File: src/rtl/seg7_pkg.sv
// Shared definitions for the seven-segment scan reader: segment codes,
// blank nibble and the capture FSM state type.
package seg7_pkg;

  localparam logic [6:0] SEG_0     = 7'b0000001;
  localparam logic [6:0] SEG_1     = 7'b1001111;
  localparam logic [6:0] SEG_2     = 7'b0010010;
  localparam logic [6:0] SEG_3     = 7'b0000110;
  localparam logic [6:0] SEG_4     = 7'b1001100;
  localparam logic [6:0] SEG_5     = 7'b0100100;
  localparam logic [6:0] SEG_6     = 7'b0100000;
  localparam logic [6:0] SEG_7     = 7'b0001111;
  localparam logic [6:0] SEG_8     = 7'b0000000;
  localparam logic [6:0] SEG_9     = 7'b0000100;
  localparam logic [6:0] SEG_BLANK = 7'b1111111;

  localparam logic [3:0] NIB_BLANK = 4'hF;

  typedef enum logic {
    COLLECT = 1'b0,
    EVAL    = 1'b1
  } state_e;

endpackage

File: src/rtl/seg7_pattern_decode.sv
// Active-low segment pattern to BCD nibble. Unknown patterns flag invalid
// and report the blank nibble so the output is never undefined.
module seg7_pattern_decode
  import seg7_pkg::*;
(
  input  logic [6:0] pattern_i,
  output logic [3:0] nibble_o,
  output logic       invalid_o
);

  always_comb begin
    nibble_o  = NIB_BLANK;
    invalid_o = 1'b0;
    case (pattern_i)
      SEG_0:     nibble_o = 4'd0;
      SEG_1:     nibble_o = 4'd1;
      SEG_2:     nibble_o = 4'd2;
      SEG_3:     nibble_o = 4'd3;
      SEG_4:     nibble_o = 4'd4;
      SEG_5:     nibble_o = 4'd5;
      SEG_6:     nibble_o = 4'd6;
      SEG_7:     nibble_o = 4'd7;
      SEG_8:     nibble_o = 4'd8;
      SEG_9:     nibble_o = 4'd9;
      SEG_BLANK: nibble_o = NIB_BLANK;
      default:   invalid_o = 1'b1;
    endcase
  end

endmodule

File: src/rtl/seg7_scan_capture.sv
// Samples a multiplexed active-low seven-segment bus, rebuilds whole frames
// and publishes the digit vector after STABLE_FRAMES identical good frames.
//   state   | meaning
//   COLLECT | qualify anode/segment samples into frame slots, run timeout
//   EVAL    | one cycle: judge the finished frame, update match/publish
module seg7_scan_capture
  import seg7_pkg::*;
#(
  parameter int NUM_DIGITS    = 4,
  parameter int STABLE_FRAMES = 2,
  parameter int TIMEOUT_CYC   = 65535
) (
  input  logic                    clk,
  input  logic                    rst,
  input  logic [6:0]              seven,
  input  logic [NUM_DIGITS-1:0]   an,
  output logic [4*NUM_DIGITS-1:0] digits,
  output logic                    valid,
  output logic                    update,
  output logic                    err
);

  localparam int                     CW       = $clog2(TIMEOUT_CYC + 1);
  localparam logic [CW-1:0]          TMAX     = CW'(TIMEOUT_CYC);
  localparam logic [CW-1:0]          CNT_ONE  = CW'(1);
  localparam logic [3:0]             STABLE_M = 4'(STABLE_FRAMES);
  localparam logic [NUM_DIGITS-1:0]  AN_ONE   = NUM_DIGITS'(1);
  localparam logic [4*NUM_DIGITS-1:0] ALL_BLANK = {NUM_DIGITS{NIB_BLANK}};

  state_e                  state_q, state_d;
  logic [NUM_DIGITS-1:0]   seen_q, seen_d;
  logic [NUM_DIGITS-1:0]   inv_q, inv_d;
  logic [4*NUM_DIGITS-1:0] frame_q, frame_d;
  logic [4*NUM_DIGITS-1:0] prev_q, prev_d;
  logic [4*NUM_DIGITS-1:0] digits_q, digits_d;
  logic                    bad_q, bad_d;
  logic                    incons_q, incons_d;
  logic [3:0]              match_q, match_d;
  logic [CW-1:0]           cnt_q, cnt_d;
  logic                    valid_q, valid_d;
  logic                    update_q, update_d;
  logic                    err_q, err_d;

  logic [3:0]            dec_nib;
  logic                  dec_inv;
  logic [NUM_DIGITS-1:0] an_low;
  logic                  multi_low;
  logic                  one_low;
  logic [NUM_DIGITS-1:0] take;
  logic                  cap_full;

  seg7_pattern_decode u_decode (
    .pattern_i (seven),
    .nibble_o  (dec_nib),
    .invalid_o (dec_inv)
  );

  assign an_low    = ~an;
  assign multi_low = (an_low & (an_low - AN_ONE)) != '0;
  assign one_low   = (an_low != '0) && !multi_low;
  assign take      = (state_q == COLLECT && one_low) ? an_low : '0;
  // The sample arriving this cycle may itself complete the frame; that
  // completion must outrank a timeout landing on the same edge.
  assign cap_full  = &(seen_q | take);

  always_comb begin
    state_d  = state_q;
    seen_d   = seen_q;
    inv_d    = inv_q;
    frame_d  = frame_q;
    prev_d   = prev_q;
    digits_d = digits_q;
    bad_d    = bad_q;
    incons_d = incons_q;
    match_d  = match_q;
    cnt_d    = cnt_q;
    valid_d  = valid_q;
    update_d = 1'b0;
    err_d    = 1'b0;

    case (state_q)
      COLLECT: begin
        if (multi_low) err_d = 1'b1;
        for (int i = 0; i < NUM_DIGITS; i++) begin
          if (take[i]) begin
            if (seen_q[i] && (frame_q[4*i +: 4] != dec_nib || inv_q[i] != dec_inv))
              incons_d = 1'b1;
            if (dec_inv) bad_d = 1'b1;
            frame_d[4*i +: 4] = dec_nib;
            inv_d[i]          = dec_inv;
            seen_d[i]         = 1'b1;
          end
        end

        if (&seen_q) begin
          state_d = EVAL;
        end else if (cnt_q == TMAX) begin
          if (!cap_full) begin
            seen_d   = '0;
            bad_d    = 1'b0;
            incons_d = 1'b0;
            match_d  = 4'd0;
            valid_d  = 1'b0;
            err_d    = 1'b1;
            cnt_d    = '0;
          end
        end else begin
          cnt_d = cnt_q + CNT_ONE;
        end
      end

      EVAL: begin
        state_d  = COLLECT;
        seen_d   = '0;
        cnt_d    = '0;
        bad_d    = 1'b0;
        incons_d = 1'b0;
        if (bad_q || incons_q) begin
          match_d = 4'd0;
          err_d   = 1'b1;
        end else begin
          prev_d = frame_q;
          if (frame_q == prev_q)
            match_d = (match_q >= STABLE_M) ? STABLE_M : match_q + 4'd1;
          else
            match_d = 4'd1;
          if (match_d == STABLE_M) begin
            valid_d  = 1'b1;
            digits_d = frame_q;
            update_d = (frame_q != digits_q) || !valid_q;
          end
        end
      end

      default: state_d = COLLECT;
    endcase
  end

  always_ff @(posedge clk) begin
    if (rst) begin
      state_q  <= COLLECT;
      seen_q   <= '0;
      inv_q    <= '0;
      frame_q  <= ALL_BLANK;
      prev_q   <= ALL_BLANK;
      digits_q <= ALL_BLANK;
      bad_q    <= 1'b0;
      incons_q <= 1'b0;
      match_q  <= 4'd0;
      cnt_q    <= '0;
      valid_q  <= 1'b0;
      update_q <= 1'b0;
      err_q    <= 1'b0;
    end else begin
      state_q  <= state_d;
      seen_q   <= seen_d;
      inv_q    <= inv_d;
      frame_q  <= frame_d;
      prev_q   <= prev_d;
      digits_q <= digits_d;
      bad_q    <= bad_d;
      incons_q <= incons_d;
      match_q  <= match_d;
      cnt_q    <= cnt_d;
      valid_q  <= valid_d;
      update_q <= update_d;
      err_q    <= err_d;
    end
  end

  assign digits = digits_q;
  assign valid  = valid_q;
  assign update = update_q;
  assign err    = err_q;

endmodule

File: config.mk
export PLATFORM = sky130hd
export DESIGN_NAME = seg7_scan_capture
export DESIGN_NICKNAME = d
export VERILOG_FILES = /design/src/rtl/seg7_pkg.sv /design/src/rtl/seg7_pattern_decode.sv /design/src/rtl/seg7_scan_capture.sv
export SDC_FILE = /design/constraint.sdc
export NUM_CORES = 1
export LEC_CHECK = 0
export ABC_AREA = 1
export ABC_CLOCK_PERIOD_IN_PS = 2250
export CORE_UTILIZATION = 52
export CTS_CLUSTER_DIAMETER = 30
export CTS_CLUSTER_SIZE = 8
export DETAILED_ROUTE_END_ITERATION = 8
export GPL_TIMING_DRIVEN = 0
export PLACE_DENSITY = 0.72
export SLEW_MARGIN = 15
export SYNTH_ARGS = -nofsm -noshare
export SYNTH_HDL_FRONTEND = slang
export SYNTH_SLANG_ARGS = --single-unit
File: constraint.sdc
create_clock -name clk -period 2.25 [get_ports clk]
set_clock_uncertainty 0.2 [all_clocks]
set_input_delay 0.225 -clock clk [delete_from_list [all_inputs] [get_ports clk]]
set_output_delay 0.225 -clock clk [all_outputs]
set_load 0.02 [all_outputs]
; Word level (Yosys, flattened, before mapping)
; Cells that the tools add are included.
[classes]
n_mux = 64
n_lt_le_gt_ge = 1
n_reduce_logical = 30
eq_ne = 28
n_addsub = 3
bitwise_logic = 6
[op_table]
columns = op, n
row1 = 16-bit two-way mux, 3
row2 = 4-bit two-way mux, 12
row3 = 1-bit two-way mux, 40
row4 = 4-bit case mux with 10 select lines, 1
row5 = 16-bit case mux with 2 select lines, 1
row6 = 7-bit == test (second input constant), 3
row7 = 16-bit by 1-bit adder with 16-bit output (second input constant), 1
row8 = 16-bit == test, 1
row9 = 16-bit == test (second input constant), 1
row10 = 16-bit inequality test, 1
row11 = 4-bit inequality test, 4
row12 = 4-bit case mux with 2 select lines, 2
row13 = 7-bit by 3-bit == test with 1-bit output (second input constant), 2
row14 = 7-bit by 6-bit == test with 1-bit output (second input constant), 2
row15 = 2-bit AND reduction, 6
row16 = 11-bit OR reduction, 1
row17 = 1-bit case mux with 2 select lines, 5
row18 = 4-bit AND reduction, 2
row19 = 4-bit nonzero test, 2
row20 = 7-bit by 1-bit == test with 1-bit output (second input constant), 1
row21 = 7-bit by 4-bit == test with 1-bit output (second input constant), 1
row22 = 7-bit by 5-bit == test with 1-bit output (second input constant), 1
row23 = 7-bit logical NOT, 1
row24 = 1-bit logical AND, 6
row25 = other kinds (17), 32
[totals]
out_inout_bits = 19
inputBits = 13
ff_bits = 82

; Depth between registers and ports, before layout
[logic_depth]
word_depth = 20
depth_mapped = 17

; By module
; From an unflattened synthesis, not the netlist that was laid out.
[unflattened]
cells_unflattened = 662
area_unflattened_um2 = 4496.8
[modules_own_cells]
columns = mod, cells_each, instances, area_per_inst_um2
row1 = seg7_scan_capture, 604, 1, 4239.1
row2 = seg7_pattern_decode, 58, 1, 257.7

; Worst setup path before layout
; OpenSTA, ideal clock, no wires.
[synth_timing]
path_kind = register to register
from = register cnt_q[0]
to = register match_q[2]
n_path_buf = 0
required_ps = 1924
path_stages_with_launch = 11
t_arrival_ps = 1735
setup_time_ps = 126
setup_slack_ps = 189
cell_sequence = dfxtp_1 > ha_1 > nand2_1 > nor3_1 > nand2_1 > nor3_1 > inv_1 > nor2_1 > nand2_1 > nand3_1 > o32ai_1
[synth_between]
elab_chain_cells = 3
[synth_lines]
columns = item, line
row1 = from (decl), seg7_scan_capture.sv:39  ; logic [CW-1:0] cnt_q, cnt_d;
row2 = from (signal assigned), seg7_scan_capture.sv:164  ; cnt_q <= cnt_d;
row3 = 16-bit == test, seg7_scan_capture.sv:97  ; end else if (cnt_q == TMAX) begin
row4 = 2-bit by 1-bit inequality test with 1-bit output (no line), --
row5 = 3-bit AND reduction (no line), --
row6 = to (signal assigned), seg7_scan_capture.sv:163  ; match_q <= match_d;
row7 = to (decl), seg7_scan_capture.sv:38  ; logic [3:0] match_q, match_d;
; No other way between the ends.
; A chain may end at the register's enable or synchronous reset.

; Worst setup path after layout
[layout_timing]
from = register cnt_q[0]
to = register cnt_q[6]
[layout_between]
elab_chain_cells = 4
elab_cells_between_ends = 7
cone_classes = 1 x add/sub / 2 x eq/ne / 3 x mux / 1 x reduce/logical
[layout_lines]
columns = item, line
row1 = 16-bit by 1-bit adder with 16-bit output / 16-bit == test (equally long branches), "seg7_scan_capture.sv:108, seg7_scan_capture.sv:97"
row2 = 16-bit two-way mux, seg7_scan_capture.sv:97
row3 = 16-bit two-way mux, seg7_scan_capture.sv:95  ; if (&seen_q) begin
row4 = 16-bit case mux with 2 select lines, seg7_scan_capture.sv:81  ; case (state_q)
; Parallel ways exist; a longest one is shown, timed or not. The select of a mux whose other input is x is not followed.

==> results.md <==
- Setup crit end kind: flip-flop
- IO Port Bufs: 30
- Final #Nets: between 700 and 800
- Leakage: 2.82 nW
- Pwr/cell area: 515 nW/um^2
- Initial DRC count: 248
- Most common cell after layout, fill and taps aside: nand2_1
- Total die area: between 9000 and 10000 um^2
- Worst-path clk slew: ~90 ps
- Area Growth Syn to Fin: 26.6%
- Die height: 95.8 um
- Critical Path Source Type: flip-flop
- Core box area: 8380 um^2
- H-tree depth: 3
- Crit Path Max Fanout: 8
- Max frequency: about 460 MHz
- Post-synthesis async set-or-reset flop share: 0%
- Hpwl dp: about 8800 um
- Hold Crit Class: in2reg
- Yosys warning count: 0
- Family with the most delay on the worst path: simple AND/OR/NAND/NOR gates
- Register-to-Register Setup Slack: 60 ps
- Overall Global Routing Usage: between 20% and 30%
- Global-route wire length before repair: 20600 um
- Critical Path RT: between 2000 and 2500 ps
- DRC errors left: 0
- Initial antenna violation count: 0
- Final GP Congestion: 0.930
- Critical Path AT: between 2000 and 2500 ps
- Worst slew pin tran: ~780 ps
- Prevailing post-synth register cell: dfxtp_1
- Clk sinks: 82
- TritonCTS clock tree: done
- Horiz. Die Dim: around 96 um
- Final hold vios: 0
- Fraction of the yosys area taken by sequential cells: around 36%
- RSZ-0062 raised after global routing: yes
- Reg2reg start: cnt_q[0]
- EDFF count, synth: 0
- Final Max Tran Viols: 0
- Peak supply drop: roughly 0.34 mV
- Vias in the first global route: about 4400
- Count of different cell masters after synthesis: 35
- Total grt overflow: 0
- Mapped Avg Cell Area: roughly 6.7 um^2
- Fin Hold WS: 153 ps
- Slowest stage delay, CP: 390 ps
- Outcome: completed
- Boundary Pins: 32
- Synthesized cell area: about 4600 um^2
- DR vias/cell: about 5.6
- CP bufs+invs: 2
- Share of cells above drive strength 1: roughly a fifth
- Root Driver: clkbuf_8
- Antenna-violating nets left: 0
- Worst-path cell chain: ha_1 -> nand3_1 -> nor2_2 -> nand4_1 -> clkinvlp_4 -> nand3_4 -> nand2_4 -> buf_6 -> nand2_1 -> a21oi_1
- Period utilisation layout: approximately 97%
- Hold path startpoint: an[0]
- Largest net degree at the start of global routing: 16
- Detailed-route wire length: between 10000 and 15000 um
- Number of synthesized register bits: 82
- Most frequent cells in the layout: nand2_1, inv_1, dfxtp_1
- Slew margin rel.: between 40% and 50%
- Max_cap viols: 0
- Finish-stage setup viols: 0
- Std-Cell Rows: 33
- Fin util: between 60% and 70%
- Total CTS buffers: 9
- Worst Setup Path Type: reg2reg
- Starting Density: between 50% and 60%
- Syn Nets: around 700
- Avg WL per Cell: ~15 um
- Vias: 4863
- Period minus WS final: about 2200 ps
- ANT cells: 0
- First drt pass iteration count: 7
- Worst skew pair latency: roughly 370 ps
- Gate Count Post-Synth: 683
- Critical Path Start: cnt_q[0]
- Max clock buf depth: 2
- Slowest CP cell: dfxtp_2
repair_timing:
item / 4_1_cts / 5_1_grt
endpoints found under the setup margin: 41 / 45
resized for setup: 39 / 77
cloned: 1 / 1
hold buffers: 0 / 0
pin swaps: 11 / 19
buffers inserted: 14 / 15
logic make-up (layout without fill, tap and decap cells):
| family | count (synthesis) | count (layout) | synth area share [%] |
|---|---|---|---|
| and+or+nand+nor | 348 | 349 | 33.7 |
| AOI/OAI and AO/OA | 120 | 120 | 15.4 |
| buffers and inverters | 101 | 177 | 8.64 |
| DFF | 82 | 82 | 35.9 |
| xor gates and xnor gates | 29 | 29 | 5.55 |
| adders and majority gates | 3 | 3 | 0.821 |
flip-flops by register name, summed over array words and instances (netlist names):
signal    count
bad_q         1
cnt_q        16
digits       16
err           1
frame_q      16
incons_q      1
inv_q         4
match_q       4
prev_q       16
seen_q        4
state_q       1
update        1
valid         1
report_power, final:
part | switching (W) | leakage [nW] | total, W | internal [W]
registers | 0.0000403 | 0.664 | 0.00153 | 0.00149
logic | 0.000271 | 2.07 | 0.000445 | 0.000174
clock network | 0.000591 | 0.0852 | 0.00101 | 0.000415
total | 0.000902 | 2.82 | 0.00298 | 0.00208
synthesized netlist by cell type, types with 12 or more instances:
master / count / area [um^2]
clkbuf_1: 12 / 45.0
nor3_1: 19 / 95.1
a21oi_1: 41 / 205
nand3_1: 43 / 215
o21ai_0: 43 / 215
inv_1: 81 / 304
nand2_2: 16 / 100
nor2_1: 66 / 248
dfxtp_1: 82 / 1640
nand2_1: 171 / 642
xor2_1: 19 / 166
nand4_1: 20 / 125
o21bai_1: 12 / 90.1
per-layer routing:
layer  part of all wire, %  GRT usage (%)  vias to the layer above
met3                   7.1           4.42                       30
li1                      -              -                     2389
met5                     0              0                        -
met2                    47           47.7                      192
met1                    44           38.1                     2252
met4                   2.4           10.9                        0
through the flow:
stage | worst slack [ps] | std cells | total power [W] | area (um^2) | setup TNS, ps
after floorplan | 189 | 683 | 0.00181 | 4570 | 0
after global placement | -522 | 818 | 0.00192 | 5010 | -16150
after detailed placement | -547 | 818 | 0.00192 | 5010 | -18170
after CTS | 0.556 | 849 | 0.00293 | 5440 | 0
after global routing | -70.7 | 865 | 0.00310 | 5790 | -110
final | 61.4 | 865 | 0.00298 | 5790 | 0
path summary, 6_finish.rpt:
check / endpoint / cells after the start
max reg2reg: cnt_q[6] / 10
min: seen_q[0] / 6
max: cnt_q[6] / 10
min reg2reg: match_q[3] / 2
worst register-to-register path, stage by stage (launching register included):
cell and delay (ps):
dfxtp_2 390, ha_1 210, nand3_1 160, nor2_2 190, nand4_1 160, clkinvlp_4 200, nand3_4 130, nand2_4 130
buf_6 140, nand2_1 50, a21oi_1 160
area by class of cell:
class / instances / area [um^2]
clock inverter: 6 / 48.8
inverter: 84 / 322
tap: 105 / 131
timing repair buffer: 60 / 578
buffer: 17 / 111
clock buffer: 10 / 128
fill: 715 / 2590
multi-input combinational: 501 / 2800
sequential: 82 / 1670
No activity file was read; power rests on OpenSTA's default activity.
